### config.mk
export PLATFORM = sky130hd
export DESIGN_NAME = bus_arbiter2
export DESIGN_NICKNAME = d
export VERILOG_FILES = /design/src/rtl/bus_arb_pkg.sv /design/src/rtl/bus_watchdog.sv /design/src/rtl/bus_arbiter2.sv
export SDC_FILE = /design/constraint.sdc
export NUM_CORES = 1
export LEC_CHECK = 0
export ABC_CLOCK_PERIOD_IN_PS = 2800
export BUFFER_PORTS_ARGS = -buffer_cell sky130_fd_sc_hd__buf_2
export CORE_AREA = 2 2 120 122
export DETAILED_ROUTE_END_ITERATION = 10
export DIE_AREA = 0 0 122 124
export PLACE_DENSITY = 0.72
export SLEW_MARGIN = 10
export SYNTH_ARGS = -nofsm -noshare
export SYNTH_HDL_FRONTEND = slang
export SYNTH_HIERARCHICAL = 1
export SYNTH_SLANG_ARGS = --single-unit
### constraint.sdc
create_clock -name clk -period 2.8 [get_ports clk]
set_input_delay 0.14 -clock clk [delete_from_list [all_inputs] [get_ports clk]]
set_output_delay 0.14 -clock clk [all_outputs]
set_load 0.03 [all_outputs]
### src/rtl/bus_arb_pkg.sv
// Shared definitions for the two-master bus arbiter: state encodings,
// master count and watchdog defaults.
package bus_arb_pkg;

    // Non-idle encodings double as the one-hot grant vector {m1,m0}.
    typedef enum logic [1:0] {
        IDLE = 2'b00,
        GNT0 = 2'b01,
        GNT1 = 2'b10
    } arb_state_t;

    localparam int NUM_MASTERS     = 2;
    localparam int DEFAULT_TIMEOUT = 255;
    localparam int WDOG_WIDTH      = 32;

endpackage

### src/rtl/bus_watchdog.sv
// Slave-response watchdog: counts stalled cycles of the current grant and
// flags when the count reaches a non-zero limit.
module bus_watchdog
    import bus_arb_pkg::*;
#(
    parameter int WIDTH = WDOG_WIDTH
) (
    input  logic             clk,
    input  logic             resetn,
    input  logic             clear,
    input  logic             run,
    input  logic [WIDTH-1:0] limit,
    output logic             expired
);

    logic [WIDTH-1:0] count;

    // Saturate at all-ones so a disabled watchdog never wraps back into range.
    always_ff @(posedge clk or negedge resetn) begin
        if (!resetn) begin
            count <= '0;
        end else if (clear) begin
            count <= '0;
        end else if (run && (count != '1)) begin
            count <= count + {{(WIDTH-1){1'b0}}, 1'b1};
        end
    end

    assign expired = (limit != '0) && (count == limit);

endmodule

### src/rtl/bus_arbiter2.sv
// Round-robin arbiter sharing one slave bus between a CPU (m0) and a
// secondary master (m1), with a slave-response watchdog.
module bus_arbiter2
    import bus_arb_pkg::*;
#(
    parameter int          TIMEOUT       = DEFAULT_TIMEOUT,
    parameter logic [31:0] TIMEOUT_RDATA = 32'h0000_0000
) (
    input  logic        clk,
    input  logic        resetn,
    input  logic        m0_valid,
    input  logic        m1_valid,
    input  logic [31:0] m0_addr,
    input  logic [31:0] m1_addr,
    input  logic [31:0] m0_wdata,
    input  logic [31:0] m1_wdata,
    input  logic [3:0]  m0_wstrb,
    input  logic [3:0]  m1_wstrb,
    output logic        m0_ready,
    output logic        m1_ready,
    output logic [31:0] m0_rdata,
    output logic [31:0] m1_rdata,
    output logic        s_valid,
    output logic [31:0] s_addr,
    output logic [31:0] s_wdata,
    output logic [3:0]  s_wstrb,
    input  logic        s_ready,
    input  logic [31:0] s_rdata,
    output logic [1:0]  grant,
    output logic        err_timeout
);

    localparam logic [WDOG_WIDTH-1:0] WDOG_LIMIT = WDOG_WIDTH'(TIMEOUT);

    arb_state_t             state;
    logic                   last_grant;
    logic [NUM_MASTERS-1:0] req;
    logic                   sel_valid;
    logic                   wd_expired;
    logic                   timeout_hit;
    logic                   done;
    logic [31:0]            resp_rdata;

    assign req       = {m1_valid, m0_valid};
    assign sel_valid = (state == GNT0) ? m0_valid :
                       (state == GNT1) ? m1_valid : 1'b0;

    // A real s_ready in the expiry cycle wins: that is a normal completion.
    assign timeout_hit = sel_valid && wd_expired && !s_ready;
    assign done        = sel_valid && (s_ready || timeout_hit);
    assign resp_rdata  = timeout_hit ? TIMEOUT_RDATA : s_rdata;
    assign err_timeout = timeout_hit;
    assign grant       = state;

    bus_watchdog #(
        .WIDTH (WDOG_WIDTH)
    ) u_watchdog (
        .clk     (clk),
        .resetn  (resetn),
        .clear   (state == IDLE),
        .run     ((state != IDLE) && !s_ready),
        .limit   (WDOG_LIMIT),
        .expired (wd_expired)
    );

    // A dropped valid ends the grant like a completion, but without ready.
    always_ff @(posedge clk or negedge resetn) begin
        if (!resetn) begin
            state      <= IDLE;
            last_grant <= 1'b1;
        end else begin
            case (state)
                IDLE: begin
                    if (req == 2'b11) begin
                        state <= last_grant ? GNT0 : GNT1;
                    end else if (req[0]) begin
                        state <= GNT0;
                    end else if (req[1]) begin
                        state <= GNT1;
                    end
                end
                GNT0: begin
                    if (!m0_valid || done) begin
                        state      <= IDLE;
                        last_grant <= 1'b0;
                    end
                end
                GNT1: begin
                    if (!m1_valid || done) begin
                        state      <= IDLE;
                        last_grant <= 1'b1;
                    end
                end
                default: state <= IDLE;
            endcase
        end
    end

    always_comb begin
        s_valid  = 1'b0;
        s_addr   = '0;
        s_wdata  = '0;
        s_wstrb  = '0;
        m0_ready = 1'b0;
        m1_ready = 1'b0;
        m0_rdata = '0;
        m1_rdata = '0;
        case (state)
            GNT0: begin
                s_valid  = m0_valid && !timeout_hit;
                s_addr   = m0_addr;
                s_wdata  = m0_wdata;
                s_wstrb  = m0_wstrb;
                m0_ready = done;
                m0_rdata = resp_rdata;
            end
            GNT1: begin
                s_valid  = m1_valid && !timeout_hit;
                s_addr   = m1_addr;
                s_wdata  = m1_wdata;
                s_wstrb  = m1_wstrb;
                m1_ready = done;
                m1_rdata = resp_rdata;
            end
            default: ;
        endcase
    end

endmodule

==> impl_metrics.py, run 1 <==
metrics = {
    "yosys": {
        "yosysMostFrequentCell": "nor2b_1",
        "async_flop_share_pct": 100,
        "yosysWarnings": 6,
        "synth_edf_count": 0,
        "synth_area_leaders": "dfrtp_1 (20%), a22oi_1 (12%), nor2b_1 (11%), and2_1 (10%), xor2_1 (7.1%)",
        "synth_top_area_share_pct": 20.3,
        "synth_ff_type": "dfrtp_1",
        "ys_types": 58,
        "syn-cell-area_um2": 4200,
        "yosys_register_bits": 35,
        "synthTopCellsByCount": "nor2b_1 (71), a22oi_1 (68), and2_1 (68), dfrtp_1 (34), xor2_1 (34)",
        "syn_inst": 531,
        "syn_avg_cell_area_um2": 7.91,
        "synth_top_area_cell": "dfrtp_1",
        "seq_area_frac_synth_pct": 20.9,
    },
    "critical_path": {
        "crit_end": "m1_rdata[17]",
        "r2r_start": "u_watchdog/count[13]",
        "timing.rr.end": "grant[1]",
        "crit_path_start_kind": "register",
        "cpMaxStageDelayCell": "dfrtp_2",
        "required_ns": 2.66,
        "critPathKind": "register to primary output",
        "crit_chain": "xor2_1 -> nor4_1 -> nand4_1 -> nor3_4 -> nand2b_1 -> o21a_4 -> and2_1 -> buf_2",
        "critPathArrivalTime_ns": 2.51,
        "max_stage_delay_ns": 0.44,
        "reg2regPathDepth": 8,
        "critPathLaunch": "u_watchdog/count[13]",
        "critPathCaptureType": "primary output",
        "reg2reg_slack_ns": 0.39,
        "critPathMaxFanout": 32,
    },
    "sta": {
        "worst_pin_slew_ns": 0.839,
        "finalCritPeriodShare_pct": 94.8,
        "max_slew_margin_pct": 44.0,
        "fmax_mhz": 377,
        "setup_viol": 0,
        "maxSlewViolCount": 0,
        "fin_crit_ns": 2.65,
        "skew_ns": 0.00364,
        "fin_ws_ns": 0.145,
        "hold_violations": 0,
        "grt_setup_unrepaired": "no",
    },
    "global_routing": {
        "grt_pass1_vias": 4887,
        "grt_antenna_before_repair": 9,
        "grt_max_degree": 36,
        "grt-ovfl-total": 0,
        "grt_pass1_wl_um": 29200,
        "track_usage_pct": 26.1,
    },
    "floorplanning": {
        "die_area_um2": 15100,
        "coreArea_um2": 13700,
        "io_pins": 311,
        "die_height_um": 124,
        "die_w_um": 122,
        "start_util_pct": 30.6,
        "rows": 43,
    },
    "pwr": {
        "p_leak_uw": 0.00333,
        "p_sw_uw": 3110,
        "ir_worst_vdd_mv": 0.428,
        "internal_power_uw": 2260,
        "power_density_nw_per_um2": 839,
        "switching_share_pct": 57.9,
        "clockPowerShare_pct": 9.9,
        "p_total_uw": 5370,
        "combPwrFrac_pct": 79.3,
        "p_seq_share_pct": 10.7,
    },
    "detailed_routing": {
        "avgRoutedWirePerCell_um": 19.9,
        "wl_um": 21500,
        "drc": 0,
        "detail-route-antenna-nets": 0,
        "drt_pre_antenna_iters": 5,
        "num_vias": 5509,
        "viasPerCell": 5.10,
        "dr.first_iter.drc_count": 408,
    },
    "place": {
        "placed_area_um2": 6200,
        "preCtsSetupSlack_ns": -0.0151,
        "place_congestion": 0.987,
        "hpwl_um": 17900,
        "port_buffers": 310,
    },
    "clocking": {
        "cts_buffers": 5,
        "htree_levels": 2,
        "cts.sinks": 35,
        "clk_latency_ns": 0.28,
        "cts.clk_slew.worst_paths_ns": 0.06,
        "cts_root_buffer": "clkbuf_16",
        "post_cts_buffers": 0,
        "cts_tree": "yes",
        "clock_path_buffers": 2,
    },
    "layout": {
        "stdcell_area_um2": 6400,
        "area_delta_synth_final_pct": 52.5,
        "final_nets": 1069,
        "drive_above_1_share_pct": 43.0,
    },
    "worst_hold_path": {
        "holdCritPathClass": "primary input to register",
    },
    "outcome": {
        "outcome": "finished, final reports clean",
    },
    "job": {
        "drv_cap": 0,
    },
}
==> worst max-delay path: cells and delay by family (launching register included) <==
family          cells  cell delay, ns
simple gates        5            1.11
xor+xnor            1            0.18
compound gates      1            0.33
buf+inv             1            0.18
flops               1            0.44
==> power groups by stage <==
| stage | sequential, uW | clock, uW | combinational [uW] |
|---|---|---|---|
| floorplan | 604 | 0 | 2860 |
| global placement | 583 | 0 | 4200 |
| detailed placement | 586 | 0 | 4230 |
| CTS | 577 | 547 | 4250 |
| global route | 582 | 558 | 4540 |
| finish | 577 | 533 | 4260 |
==> placed cells by master, fill, tap and decap left out, types with 15 or more instances in the layout <==
cell type    n
a21oi_1     22
a22oi_1     68
and2_1      68
buf_2      310
buf_4       18
conb_1      64
dfrtp_1     28
nand2_1     23
nor2_1      15
nor2b_1     71
nor4_1      18
xor2_1      34
==> flip-flops by register name (all words and copies together), names as in the netlist <==
register / flops
u_watchdog/count: 32
grant: 2
last_grant: 1
==> layer usage <==
metal | GRT usage, % | part of all wire [%] | vias to the layer above
met2 | 39.0 | 45 | 331
met1 | 34.6 | 39 | 2544
met4 | 5.96 | 0.84 | 8
li1 | - | - | 2594
met3 | 11.6 | 14 | 32
met5 | 0 | 0.25 | -
==> how the worst min path moves through the flow <==
| stage | end | startpoint | slack, ns | depth (start not counted) |
|---|---|---|---|---|
| floorplan | grant[0] | resetn | -0.16 | 0 |
| global placement | u_watchdog/count[20] | resetn | 0.29 | 1 |
| detailed placement | u_watchdog/count[20] | resetn | 0.29 | 1 |
| CTS | grant[0] | m0_valid | 0.22 | 3 |
| global route | grant[1] | m1_valid | 0.25 | 2 |
| finish | grant[1] | m1_valid | 0.22 | 2 |
==> kinds of logic (layout without fill, tap and decap cells) <==
group / after synthesis / in the layout / synth area share, %
other: 2 / 71 / 0.179
and+or+nand+nor: 271 / 271 / 41.6
buffers and inverters: 49 / 349 / 5.27
AOI/OAI and AO/OA: 128 / 128 / 21.8
adders and majority gates: 4 / 4 / 1.19
muxes: 6 / 6 / 1.52
DFF: 35 / 35 / 20.9
xor gates and xnor gates: 36 / 36 / 7.51
==> what timing repair did <==
item                       CTS  global route
pin swaps                    0             7
hold buffers                 1             0
resized for setup            4             9
hold endpoints to repair     5             0
setup endpoints to repair   64            64
==> layout make-up <==
cell class | count | area [um^2]
fillers | 1409 | 7320
multi-input cells | 509 | 3370
repair buffers | 331 | 1730
flip-flops and latches | 35 | 885
well taps | 180 | 225
clock buffers | 7 | 133
inverters | 10 | 37.5
diodes | 7 | 17.5
clock inverters | 1 | 5.00
==> stage by stage <==
stage          hold slack (ns)  std cells  TNS, ns  utilization (%)
2_1_floorplan           -0.156        593        0                -
3_3_place_gp             0.291       1064        0             45.2
3_5_place_dp             0.290       1064  -0.0757             45.2
4_1_cts                  0.216       1073        0             46.4
5_1_grt                  0.253       1078        0             46.6
6_report                 0.222       1080        0             46.7
(Power assumes the default switching activity.)
==> run 2, diff against run 1 <==
CORE_AREA = 3 3 121 123   (was 2 2 120 122)
DIE_AREA = 0 0 124 126   (was 0 0 122 124)
SKIP_CTS_REPAIR_TIMING = 1   (was unset)
==> impl_metrics.py, run 2 (synthesis results as in run 1) <==
metrics = {
    "global_routing": {
        "grt-ovfl-total": 0,
        "grt_max_degree": 72,
        "grt_antenna_before_repair": 12,
        "grt_pass1_wl_um": 30000,
        "grt_pass1_vias": 4766,
        "track_usage_pct": 26.0,
    },
    "place": {
        "place_congestion": 1.06,
        "preCtsSetupSlack_ns": -0.0232,
        "port_buffers": 310,
        "hpwl_um": 18000,
    },
    "detailed_routing": {
        "num_vias": 5394,
        "avgRoutedWirePerCell_um": 20.2,
        "detail-route-antenna-nets": 0,
        "wl_um": 21700,
        "drt_pre_antenna_iters": 5,
        "drc": 0,
        "dr.first_iter.drc_count": 508,
        "viasPerCell": 5.02,
    },
    "clocking": {
        "cts_root_buffer": "clkbuf_16",
        "cts_tree": "yes",
        "cts_buffers": 5,
        "cts.sinks": 35,
        "clk_latency_ns": 0.28,
        "clock_path_buffers": 2,
        "htree_levels": 2,
        "cts.clk_slew.worst_paths_ns": 0.06,
    },
    "sta": {
        "fin_crit_ns": 2.67,
        "max_slew_margin_pct": 43.0,
        "setup_viol": 0,
        "maxSlewViolCount": 0,
        "tns_ns": 0,
        "hold_violations": 34,
        "fin_ws_ns": 0.129,
        "worst_pin_slew_ns": 0.856,
        "fmax_mhz": 374,
        "skew_ns": 0.00341,
        "hold_slack_ns": -0.0284,
        "finalCritPeriodShare_pct": 95.4,
    },
    "layout": {
        "largest_reg_flops": 32,
        "area_delta_synth_final_pct": 52.9,
        "top_register": "u_watchdog/count",
        "final_cell_mix": "buf_2 (310), nor2b_1 (71), a22oi_1 (68), and2_1 (68), conb_1 (64)",
        "final_util_pct": 46.6,
        "drive_above_1_share_pct": 43.2,
        "final_nets": 1065,
        "final_common_cell": "buf_2",
    },
    "critical_path": {
        "reg2regPathDepth": 9,
        "cpMaxStageDelayCell": "dfrtp_1",
        "critPathMaxFanout": 32,
        "required_ns": 2.66,
        "max_stage_delay_ns": 0.44,
        "crit_path_start_kind": "register",
        "crit_chain": "xor2_1 -> nor4_1 -> nand4_1 -> nor3_4 -> nand2b_1 -> inv_1 -> a21oi_1 -> buf_4 -> and2_1 -> buf_2",
        "critPathArrivalTime_ns": 2.53,
        "critPathCaptureType": "primary output",
        "critPathKind": "register to primary output",
    },
    "worst_hold_path": {
        "holdCritPathClass": "primary input to asynchronous set/reset pin",
    },
    "floorplanning": {
        "io_pins": 311,
        "start_util_pct": 30.5,
        "coreArea_um2": 13800,
        "die_height_um": 126,
        "die_w_um": 124,
        "rows": 43,
        "die_area_um2": 15600,
    },
    "job": {
        "drv_cap": 0,
    },
    "pwr": {
        "p_leak_uw": 0.00334,
        "p_total_uw": 5500,
        "ir_worst_vdd_mv": 0.470,
        "power_density_nw_per_um2": 856,
    },
    "outcome": {
        "violations": "hold timing",
        "outcome": "finished, violations left",
    },
}
-- run 2: cell count changes in the layout (fill, tap and decap cells not counted), moves of 2 or more --
cell	previous run	this run
nor4_2	2	4
nor4_1	18	16
buf_4	18	15
clkbuf_1	2	0
diode_2	7	5
-- run 2: path summary, 6_finish.rpt --
path / end / slack (ns) / startpoint
setup / recovery: m0_rdata[10] / 0.13 / u_watchdog/count[16]
hold / removal: u_watchdog/count[6] / -0.03 / resetn
setup reg to reg: grant[1] / 0.26 / u_watchdog/count[16]
hold reg to reg: last_grant / 0.56 / last_grant
max in group asynchronous: u_watchdog/count[28] / 2.23 / resetn
min in group clk: grant[1] / 0.23 / m1_valid
-- run 2: power by group --
part	leakage, uW	switching (uW)	internal, uW
Combinational	0.00278	2890	1370
Sequential	0.000475	38.3	541
Clock	0.0000869	213	443
Total	0.00334	3140	2360
-- run 2: through the flow --
stage | instances | area (um^2)
after floorplan | 593 | 4430
after global routing | 1074 | 6420
after global placement | 1058 | 6160
final | 1074 | 6420
after detailed placement | 1058 | 6160
after CTS | 1066 | 6340
-- run 2: routing by layer --
metal	global-route usage, %	share of wire [%]
met2	40.1	46
met5	0	0.21
met4	4.77	0.89
met1	33.5	38
met3	12.3	15
-- run 2: layout make-up --
type,instances,area [um^2]
antenna,5,12.5
inverter,10,37.5
fill,1401,7350
clock inverter,2,35.0
clock buffer,6,139
tap,180,225
timing repair buffer,327,1700
sequential,35,883
multi-input combinational,509,3390
-- run 2: worst max-delay path: cells and delay by family, from the launching register on --
family / cells / cell delay, ns
and+or+nand+nor: 5 / 1.10
buffers and inverters: 3 / 0.46
DFF: 1 / 0.44
xor gates and xnor gates: 1 / 0.20
AOI/OAI and AO/OA: 1 / 0.06
==> run 3, diff against run 2 <==
REMOVE_ABC_BUFFERS = 1   (was unset)
==> impl_metrics.py, run 3 (synthesis results as in run 1) <==
metrics = {
    "layout": {
        "largest_reg_flops": 32,
        "area_delta_synth_final_pct": 52.0,
        "final_util_pct": 46.3,
        "multiInputGateArea_um2": 3360,
        "final_cell_mix": "buf_2 (310), nor2b_1 (71), a22oi_1 (68), and2_1 (68), conb_1 (64)",
        "top_register": "u_watchdog/count",
        "final_nets": 1067,
        "regArea_um2": 880,
        "n_fill_cell": 1398,
        "drive_above_1_share_pct": 42.4,
        "final_common_cell": "buf_2",
    },
    "sta": {
        "worst_pin_slew_ns": 0.835,
        "maxSlewViolCount": 0,
        "skew_ns": 0.00509,
        "grt_setup_unrepaired": "no",
        "fin_crit_ns": 2.69,
        "hold_slack_ns": -0.0422,
        "setup_viol": 0,
        "fmax_mhz": 372,
        "finalCritPeriodShare_pct": 96.0,
        "hold_violations": 34,
        "max_slew_margin_pct": 44.3,
    },
    "detailed_routing": {
        "wl_um": 21800,
        "drc": 0,
        "viasPerCell": 5.08,
        "num_vias": 5454,
        "dr.first_iter.drc_count": 475,
        "drt_pre_antenna_iters": 5,
        "avgRoutedWirePerCell_um": 20.3,
        "detail-route-antenna-nets": 0,
    },
    "global_routing": {
        "grt_antenna_before_repair": 12,
        "track_usage_pct": 26.2,
        "grt_pass1_vias": 4739,
        "grt_max_degree": 73,
        "grt_pass1_wl_um": 29700,
        "grt-ovfl-total": 0,
    },
    "job": {
        "drv_cap": 0,
    },
    "pwr": {
        "p_sw_uw": 3230,
        "internal_power_uw": 2280,
        "power_density_nw_per_um2": 864,
        "clockPowerShare_pct": 9.9,
        "p_seq_share_pct": 10.3,
        "p_leak_uw": 0.00334,
        "combPwrFrac_pct": 79.8,
        "ir_worst_vdd_mv": 0.574,
        "switching_share_pct": 58.6,
        "p_total_uw": 5510,
    },
    "outcome": {
        "violations": "hold timing",
        "outcome": "finished, violations left",
    },
    "clocking": {
        "cts_tree": "yes",
        "clock_path_buffers": 2,
        "clk_latency_ns": 0.29,
        "cts.clk_slew.worst_paths_ns": 0.05,
        "cts_root_buffer": "clkbuf_16",
        "cts.sinks": 35,
        "cts_buffers": 5,
        "htree_levels": 2,
    },
    "critical_path": {
        "r2r_start": "u_watchdog/count[17]",
        "crit_path_start_kind": "register",
        "critPathArrivalTime_ns": 2.55,
        "critPathCaptureType": "primary output",
        "reg2regPathDepth": 9,
        "critPathMaxFanout": 32,
        "timing.rr.end": "grant[0]",
        "reg2reg_slack_ns": 0.30,
        "required_ns": 2.66,
        "critPathKind": "register to primary output",
    },
    "floorplanning": {
        "die_height_um": 126,
        "die_area_um2": 15600,
        "coreArea_um2": 13800,
        "start_util_pct": 30.5,
        "die_w_um": 124,
        "io_pins": 311,
        "rows": 43,
    },
    "place": {
        "port_buffers": 310,
        "hpwl_um": 18400,
        "place_congestion": 0.952,
    },
    "worst_hold_path": {
        "holdCritPathClass": "primary input to asynchronous set/reset pin",
    },
}
-- run 3: worst max path at each step --
stage | from | endpoint | slack, ns | cells past startpoint
finish | u_watchdog/count[17] | m1_rdata[21] | 0.11 | 9
global route | u_watchdog/count[2] | m0_rdata[21] | 0.002 | 9
CTS | u_watchdog/count[18] | m0_rdata[21] | -0.07 | 10
detailed placement | u_watchdog/count[18] | m0_rdata[21] | 0.24 | 10
global placement | u_watchdog/count[25] | m0_rdata[2] | 0.33 | 9
floorplan | grant[1] | m0_rdata[0] | -0.78 | 5
-- run 3: power by group through the flow --
stage                     combinational [uW]  sequential [uW]  clock (uW)
after floorplan                         2740              604           0
after global placement                  4360              575           0
after detailed placement                4370              577           0
after CTS                               4390              569         551
after global routing                    4680              572         573
final                                   4400              568         545
-- run 3: final cells by class --
| class | instances | area share [%] |
|---|---|---|
| Antenna cell | 3 | 0.118 |
| Clock buffer | 7 | 2.08 |
| Clock inverter | 1 | 0.0784 |
| Inverter | 10 | 0.588 |
| Multi-Input combinational cell | 509 | 52.7 |
| Sequential cell | 35 | 13.8 |
| Tap cell | 180 | 3.53 |
| Timing Repair Buffer | 329 | 27.1 |
-- run 3: critical path, stage by stage (launching register included) --
cell,delay (ns)
dfrtp_1,0.42
xor2_1,0.19
nor4_2,0.35
nand4_1,0.18
nor3_2,0.24
nand2b_1,0.14
o21a_1,0.22
buf_12,0.16
and2_1,0.17
buf_2,0.18
-- run 3: per-layer routing --
metal / track usage [%] / vias to the layer above / share of wire [%]
met5: 0 / - / 0
met2: 39.3 / 340 / 44
met3: 8.04 / 19 / 14
li1: - / 2582 / -
met1: 37.0 / 2513 / 41
met4: 5.86 / 0 / 1.3
-- run 3: per-stage QoR --
stage / hold slack (ns) / setup WS [ns] / cell area (um^2) / std cells / setup TNS (ns)
floorplan: -0.156 / -0.783 / 4250 / 554 / -50.06
global placement: 0.283 / 0.331 / 6200 / 1061 / 0
detailed placement: 0.287 / 0.239 / 6200 / 1061 / 0
CTS: -0.0119 / -0.0658 / 6340 / 1069 / -1.57
global route: 0.0188 / 0.00198 / 6380 / 1074 / 0
finish: -0.0422 / 0.113 / 6380 / 1074 / 0
